<file path="src/rtl/uart_rx_core.sv">
// UART receiver: 2-FF synchronised line, mid-bit sampling, runtime word/parity/stop configuration.
// Define UART_RX_PARITY_EN to build the parity state and the parity_error flag.
module uart_rx_core #(
  parameter int DATA_W = 16
) (
  input  logic              clk,
  input  logic              rst,
  input  logic              rx,
  input  logic [15:0]       clk_div,
  input  logic [4:0]        bits_per_word,
  input  logic              parity_en,
  input  logic              parity_evan_odd,
  input  logic              two_stop_bit,
  output logic [DATA_W-1:0] data_out,
  output logic              busy,
  output logic              new_data,
  output logic              frame_error,
  output logic              parity_error
);

  typedef enum logic [2:0] {
    IDLE,
    START,
    DATA,
`ifdef UART_RX_PARITY_EN
    PARITY,
`endif
    STOP1,
    STOP2,
    DONE
  } state_t;

  state_t      state_q, state_d;
  logic [1:0]  sync_q;
  logic        rx_s, rx_prev, fall;
  logic [15:0] div_clamped, div_q;
  logic [3:0]  bpw_clamped, nbits_m1_q;
  logic        two_stop_q;
  logic [15:0] baud_cnt, baud_nxt, bit_cnt;
  logic        sample, last_bit;
  logic [15:0] shreg;
  logic        ferr_acc;

  assign rx_s     = sync_q[1];
  assign fall     = rx_prev & ~rx_s;
  assign sample   = (baud_cnt == 16'd0);
  assign last_bit = (bit_cnt == {12'd0, nbits_m1_q});
  assign baud_nxt = sample ? (div_q - 16'd1) : (baud_cnt - 16'd1);
  assign busy     = (state_q != IDLE) && (state_q != DONE);

  // Configuration is clamped before latching so the frame never runs with a degenerate divisor or word
  always_comb begin
    div_clamped = (clk_div < 16'd4) ? 16'd4 : clk_div;
    if (bits_per_word < 5'd4) begin
      bpw_clamped = 4'd4;
    end else if (bits_per_word > 5'd15) begin
      bpw_clamped = 4'd15;
    end else begin
      bpw_clamped = bits_per_word[3:0];
    end
  end

`ifdef UART_RX_PARITY_EN
  logic par_en_q, par_odd_q, par_acc, perr_acc, parity_error_q;
  assign parity_error = parity_error_q;
`else
  logic unused_parity_cfg;
  assign unused_parity_cfg = parity_en ^ parity_evan_odd;
  assign parity_error      = 1'b0;
`endif

  always_ff @(posedge clk or negedge rst) begin
    if (!rst) begin
      state_q <= IDLE;
    end else begin
      state_q <= state_d;
    end
  end

  always_comb begin
    state_d = state_q;
    case (state_q)
      IDLE:  if (fall) state_d = START;
      START: if (sample) state_d = rx_s ? IDLE : DATA;
      DATA: begin
        if (sample && last_bit) begin
`ifdef UART_RX_PARITY_EN
          state_d = par_en_q ? PARITY : STOP1;
`else
          state_d = STOP1;
`endif
        end
      end
`ifdef UART_RX_PARITY_EN
      PARITY: if (sample) state_d = STOP1;
`endif
      STOP1: if (sample) state_d = two_stop_q ? STOP2 : DONE;
      STOP2: if (sample) state_d = DONE;
      DONE:  state_d = IDLE;
      default: state_d = IDLE;
    endcase
  end

  // Datapath: synchroniser, counters and per-frame accumulators
  always_ff @(posedge clk or negedge rst) begin
    if (!rst) begin
      sync_q     <= 2'b11;
      rx_prev    <= 1'b1;
      div_q      <= 16'd4;
      nbits_m1_q <= 4'd4;
      two_stop_q <= 1'b0;
      baud_cnt   <= 16'd0;
      bit_cnt    <= 16'd0;
      shreg      <= 16'd0;
      ferr_acc   <= 1'b0;
`ifdef UART_RX_PARITY_EN
      par_en_q   <= 1'b0;
      par_odd_q  <= 1'b0;
      par_acc    <= 1'b0;
      perr_acc   <= 1'b0;
`endif
    end else begin
      sync_q  <= {sync_q[0], rx};
      rx_prev <= rx_s;
      case (state_q)
        IDLE: begin
          if (fall) begin
            div_q      <= div_clamped;
            nbits_m1_q <= bpw_clamped;
            two_stop_q <= two_stop_bit;
            baud_cnt   <= div_clamped >> 1;
            bit_cnt    <= 16'd0;
            shreg      <= 16'd0;
            ferr_acc   <= 1'b0;
`ifdef UART_RX_PARITY_EN
            par_en_q   <= parity_en;
            par_odd_q  <= parity_evan_odd;
            par_acc    <= 1'b0;
            perr_acc   <= 1'b0;
`endif
          end
        end
        START: begin
          baud_cnt <= baud_nxt;
          if (sample) bit_cnt <= 16'd0;
        end
        DATA: begin
          baud_cnt <= baud_nxt;
          if (sample) begin
            shreg[bit_cnt[3:0]] <= rx_s;
            bit_cnt             <= bit_cnt + 16'd1;
`ifdef UART_RX_PARITY_EN
            par_acc             <= par_acc ^ rx_s;
`endif
          end
        end
`ifdef UART_RX_PARITY_EN
        PARITY: begin
          baud_cnt <= baud_nxt;
          if (sample) begin
            perr_acc <= par_acc ^ rx_s ^ par_odd_q;
            bit_cnt  <= 16'd0;
          end
        end
`endif
        STOP1, STOP2: begin
          baud_cnt <= baud_nxt;
          if (sample) begin
            bit_cnt <= 16'd0;
            if (!rx_s) ferr_acc <= 1'b1;
          end
        end
        default: ;
      endcase
    end
  end

  // Results are published on the edge that enters DONE, so new_data is high exactly during DONE
  always_ff @(posedge clk or negedge rst) begin
    if (!rst) begin
      data_out    <= '0;
      new_data    <= 1'b0;
      frame_error <= 1'b0;
    end else begin
      new_data <= (state_d == DONE);
      if (state_d == DONE) begin
        data_out    <= DATA_W'(shreg);
        frame_error <= ferr_acc | ~rx_s;
      end
    end
  end

`ifdef UART_RX_PARITY_EN
  always_ff @(posedge clk or negedge rst) begin
    if (!rst) begin
      parity_error_q <= 1'b0;
    end else if (state_d == DONE) begin
      parity_error_q <= perr_acc;
    end
  end
`endif

endmodule

</file>
<file path="config.mk">
export PLATFORM = sky130hd
export DESIGN_NAME = uart_rx_core
export DESIGN_NICKNAME = d
export VERILOG_FILES = /design/src/rtl/uart_rx_core.sv
export SDC_FILE = /design/constraint.sdc
export NUM_CORES = 1
export LEC_CHECK = 0
export ABC_AREA = 1
export CAP_MARGIN = 40
export CORE_ASPECT_RATIO = 1.4
export CORE_MARGIN = 3
export CORE_UTILIZATION = 55
export CTS_BUF_LIST = sky130_fd_sc_hd__clkbuf_8
export CTS_CLUSTER_SIZE = 30
export DETAILED_ROUTE_END_ITERATION = 6
export PLACE_DENSITY = 0.83
export SETUP_SLACK_MARGIN = 0.05
export SYNTH_ARGS = -nofsm -noshare
export SYNTH_HDL_FRONTEND = slang
export SYNTH_SLANG_ARGS = --single-unit
</file>
<file path="constraint.sdc">
create_clock -name clk -period 2.1 [get_ports clk]
set_input_delay 0.315 -clock clk [delete_from_list [all_inputs] [get_ports clk]]
set_output_delay 0.315 -clock clk [all_outputs]
set_load 0.1 [all_outputs]
</file>
Word level (Yosys, flattened, before mapping)
Index checks and enable logic that the tools add are counted.
{"block": "classes", "multipliers": 0, "n_eq_ne": 12, "n_reduce_logical": 18, "mux": 27, "shifts": 0, "bitwise": 3, "magnitude_cmp": 5, "div": 0, "add_sub_neg": 3}
{"op": "$mux 16", "count": 7}
{"op": "$pmux 16 s2", "count": 2}
{"op": "$pmux 16 s3", "count": 1}
{"op": "$sub 16x1->16 const B", "count": 2}
{"op": "$add 16x1->16 const B", "count": 1}
{"op": "$bwmux 16", "count": 1}
{"op": "$eq 16x4->1", "count": 1}
{"op": "$logic_not 16->1", "count": 1}
{"op": "$lt 16x3->1 const B", "count": 1}
{"op": "$mux 3", "count": 5}
{"op": "$pmux 3 s5", "count": 1}
{"op": "$mux 4", "count": 2}
{"op": "$ne 2x2->1 const B", "count": 4}
{"op": "$reduce_and 4->1", "count": 2}
{"op": "$eq 3x2->1 const B", "count": 2}
{"op": "$eq 3x3->1 const B", "count": 2}
{"op": "$reduce_bool 2->1", "count": 3}
{"op": "$reduce_bool 3->1", "count": 2}
{"op": "$gt 5x4->1 const B", "count": 1}
{"op": "$lt 4x5->1 const B", "count": 1}
{"op": "$lt 5x3->1 const B", "count": 1}
{"op": "$mux 1", "count": 5}
{"op": "$demux 1 s4", "count": 1}
{"op": "$ge 4x1->1 const B", "count": 1}
{"op": "other kinds (15)", "count": 18}
{"block": "totals", "ramBits": 0, "ff_bits": 94, "in_bits": 27, "out_inout_bits": 20, "latchBits": 0, "elab_cells": 81, "memories": 0, "mem_bits_ro": 0}

Longest topological paths before layout
Gate-level depths: netlist (run 1).
{"block": "logic_depth", "ltp_word": 7, "ltp_mapped": 14, "ltp_nobuf": 13}

Worst setup path before layout (run 1)
No wires, ideal clock.
{"block": "synth_timing", "path_type": "register to output", "from": "reg state_q[2]", "to": "out busy", "n_path_buf": 0, "arrival_time_ns": 2.081, "path_stages_with_launch": 5, "setup_slack_ns": -0.296, "required_ns": 1.785, "path_cell_list": "dfrtp_1 -> inv_1 -> nand2_2 -> inv_2 -> a21oi_1"}
{"block": "synth_via", "elab_chain_len": 2, "word_cells_on_any_way": 3, "cone_classes": "eq/ne (1); reduce/logical (2)"}
{"element": "start: declaration", "line_no": "33", "source": "state_t state_q, state_d;"}
{"element": "start signal: assignment", "line_no": "76", "source": "state_q <= state_d;"}
{"element": "$ne 3x3->1 or $reduce_bool 3->1 (tied branches)", "line_no": "49", "source": "assign busy = (state_q != IDLE) && (state_q != DONE);"}
{"element": "$logic_and 1x1->1 (*)", "line_no": "49"}
{"element": "end: declaration", "line_no": "15", "source": "output logic busy,"}
Mark *: on every way between the ends. The rest lies on a longest branch, timed or not.

Worst setup path after layout (run 1)
{"block": "layout_timing", "from": "reg baud_cnt[3]", "to": "reg baud_cnt[7]"}
{"block": "layout_via", "elab_chain_len": 3, "word_cells_on_any_way": 4, "cone_classes": "add/sub (1); mux (2); reduce/logical (1)"}
{"element": "start: declaration", "line_no": "39", "source": "logic [15:0] baud_cnt, baud_nxt, bit_cnt;"}
{"element": "start signal: assignment", "line_no": "131", "source": "baud_cnt <= div_clamped >> 1;"}
{"element": "start signal: assignment", "line_no": "144", "source": "baud_cnt <= baud_nxt;"}
{"element": "start signal: assignment", "line_no": "148", "source": "baud_cnt <= baud_nxt;"}
{"element": "$sub 16x1->16 or $logic_not 16->1 (tied branches)", "line_no": "48, 46"}
{"element": "$mux 16 (*)", "line_no": "48", "source": "assign baud_nxt = sample ? (div_q - 16'd1) : (baud_cnt - 16'd1);"}
{"element": "$pmux 16 s2 (*)", "line_no": "125", "source": "case (state_q)"}
Marked as above.
A chain may end at the register's enable or synchronous reset.

==> impl_metrics.toml, run 1 <==
[routing]
postRouteWirelength_um = 12200
drt_pass1_iterations = 5
via_per_inst = 5.54
wl_per_cell_um = 14.5
antenna_left = 0
drt_iter0_drc = 230
drc_errors = 0
vias = 4634

[min_path]
hp-start = "sync_q[0]"
hold_class = "reg2reg"
hold_depth = 0
hold_end = "sync_q[1]"

[floorplan]
initial_core_util = 0.576
die-width_um = 86.9
dieArea_sq_mm = 0.0104
core-area_sq_mm = 0.00876
rows = 40
ios = 47
die_h_um = 119

[logic_synthesis]
synthFlopType = "dfrtp_1"
syn_area_per_cell_sq_um = 7.69
yosys.area.top_type_share = 0.442
ys_seq_area_frac = 0.468
synthesis.nets = 688
synth.cell_area_sq_mm = 0.00504
synthArstFlopShare = 1.00
synth-seq-cells = 94
synth_edf_count = 0
yosysTopAreaCell = "dfrtp_1"
synth.area.top_cells = "dfrtp_1 44%, nand2_1 15%, o21ai_0 5.9%"
ys_types = 45
postSynthCellCount = 656
ys_warn_count = 0

[clock_network]
worstSkewPairLatency_ns = 0.37
root_buffer = "clkbuf_8"
cts_sinks = 94
cts_max_level = 3
cts.reportedPaths.clkPinSlew_ns = 0.09
clk_path_buf_depth = 2
cts_buffers = 9
tritoncts = "built"

[placement]
dp_hpwl_um = 8870
place_ws_ns = -0.000660
routabilityCongestion = 0.928
dp_cells = 817
io_buffers = 43

[sta]
finalHoldViolCount = 0
setup-violations-final = 0
rsz0062_at_grt = "true"
fin_skew_ns = 0.0109
fin_crit_ns = 2.01
max_freq_ghz = 0.497
fin_crit_sh = 0.958
slew_violations = 0
tns_ns = 0
setup_ws_ns = 0.0887

[global_routing]
grt_max_degree = 41
grt_overflow = 0
grt_pass1_vias = 4461
grt_antenna_before_repair = 0
grt_pass1_wl_um = 20200
grtUsageTotal = 0.243

[pwr]
powerDensity_mw_per_mm2 = 884
p_leak_uw = 0.00293
vdd_drop_max_mv = 0.585

[layout]
regArea_sq_mm = 0.00236
final_common_cell = "nand2_1"
multiInputGateArea_sq_mm = 0.00241
fin_nets = 760
post_layout_nonfiller_instances = 837
antenna_cells = 0
drive_gt1_frac = 0.173
final_cell_mix = "200 x nand2_1, 89 x dfrtp_1, 65 x inv_1"
fillers = 738
area_delta_synth_final_pct = 20.4

[critical_path]
r2r_cells = 13
reg2reg_to = "baud_cnt[7]"
critPathKind = "reg2reg"
reg2reg_slack_ns = 0.09
path_max_fanout = 7
timing.rr.start = "baud_cnt[3]"
endpoint_kind = "flip-flop"
cp-start-kind = "flip-flop"
crit_required_ns = 2.35
worstPathArrival_ns = 2.26

[outcome]
status = "finished, final reports clean"

[flow_run]
maxCapViolCount = 0
[state kept, by name, indices dropped and copies added, names as in the netlist]
name and count:
baud_cnt 16, two_stop_q 1, div_q 16, frame_error 1, rx_prev 1, shreg 16, data_out 16, ferr_acc 1
bit_cnt 16, nbits_m1_q 4, new_data 1, sync_q 2, state_q 3
[timing repair]
action                     4_1_cts  5_1_grt
setup endpoints to repair       14       43
hold buffers                     1        0
hold endpoints to repair        33        0
setup buffers                    1        3
pin swaps                        4       10
gates resized for setup          6       29
gates cloned                     0        0
[worst max-delay path, cell delays in order, from the launching register on]
cell and delay, ns:
dfrtp_1 0.42, nor2_1 0.13, nand2_1 0.10, nor2_4 0.19, nand2_4 0.10, buf_4 0.16
o21ai_1 0.17, nor2_1 0.06, nand2_1 0.10, nor2_4 0.07, nand2_1 0.06, nand2_1 0.05
o21ai_0 0.18, o21ai_0 0.11
[metal layers]
metal / track usage / wire length [um] / vias up
li1: - / - / 2269
met1: 0.297 / 4860 / 2175
met4: 0.120 / 417 / 0
met5: 0 / 0 / -
met3: 0.0304 / 568 / 36
met2: 0.412 / 6320 / 154
[per-stage QoR]
stage                     power [uW]   util  hold WS (ns)  area, sq um
after detailed placement        3980  0.653         0.307         5720
after global placement          3930  0.653         0.294         5720
after CTS                       5240  0.680         0.359         5960
after floorplan                 3490      -        0.0194         5050
after global routing            5710  0.693         0.369         6070
final                           5370  0.693         0.359         6070
[how the worst max path moves through the flow]
stage	from	endpoint	slack (ns)
6_report	baud_cnt[3]	baud_cnt[7]	0.09
5_1_grt	baud_cnt[8]	baud_cnt[7]	-0.06
4_1_cts	baud_cnt[3]	bit_cnt[11]	0.05
3_5_place_dp	baud_cnt[9]	baud_cnt[10]	-0.0007
3_3_place_gp	baud_cnt[9]	baud_cnt[12]	0.03
2_1_floorplan	baud_cnt[9]	baud_cnt[6]	0.19
[area by class of cell]
cell class,instances,area share
multi-input cells,471,0.398
flip-flops and latches,94,0.388
repair buffers,80,0.114
inverters,72,0.0453
clock buffers,11,0.0249
well taps,105,0.0216
clock inverters,4,0.00783
[cells by family (layout without fill, tap and decap cells)]
| logic type | after synthesis | count (layout) | share of synthesized area |
|---|---|---|---|
| AOI/OAI and AO/OA | 110 | 110 | 0.126 |
| xor gates and xnor gates | 9 | 9 | 0.0156 |
| adders and majority gates | 5 | 5 | 0.0124 |
| buffers and inverters | 91 | 167 | 0.0754 |
| DFF | 94 | 94 | 0.468 |
| other | 1 | 1 | 0.000744 |
| and+or+nand+nor | 346 | 346 | 0.302 |
[Yosys cell counts, types with 3 or more instances]
| cell type | number |
|---|---|
| inv_1 | 66 |
| xnor2_1 | 3 |
| dfstp_2 | 5 |
| nor2_2 | 3 |
| nand3_1 | 38 |
| clkbuf_1 | 9 |
| a21oi_1 | 20 |
| nor4_1 | 8 |
| buf_6 | 3 |
| nand2_1 | 202 |
| xor2_1 | 6 |
| nor2_1 | 57 |
| inv_2 | 5 |
| nand3_2 | 3 |
| buf_2 | 5 |
| nor3_1 | 9 |
| o21ai_0 | 59 |
| nand4_1 | 8 |
| o31ai_1 | 19 |
| ha_1 | 5 |
| dfrtp_1 | 89 |
| nor2_4 | 6 |
[report_power, final]
part           internal, uW  total, uW  switching (uW)
Sequential             2180       2400             216
Combinational           660       1740            1080
Clock                   606       1240             630
Note: power is estimated with default switching activity, not from simulation.
==> inputs of run 2 (changes only) <==
--- a/config.mk
+++ b/config.mk
@@ -6,7 +6,6 @@
 export NUM_CORES = 1
 export LEC_CHECK = 0
 export ABC_AREA = 1
-export CAP_MARGIN = 40
 export CORE_ASPECT_RATIO = 1.4
 export CORE_MARGIN = 3
 export CORE_UTILIZATION = 55
==> results of run 2 <==
No change in the layout: final DEF, timing and power equal those of run 1.
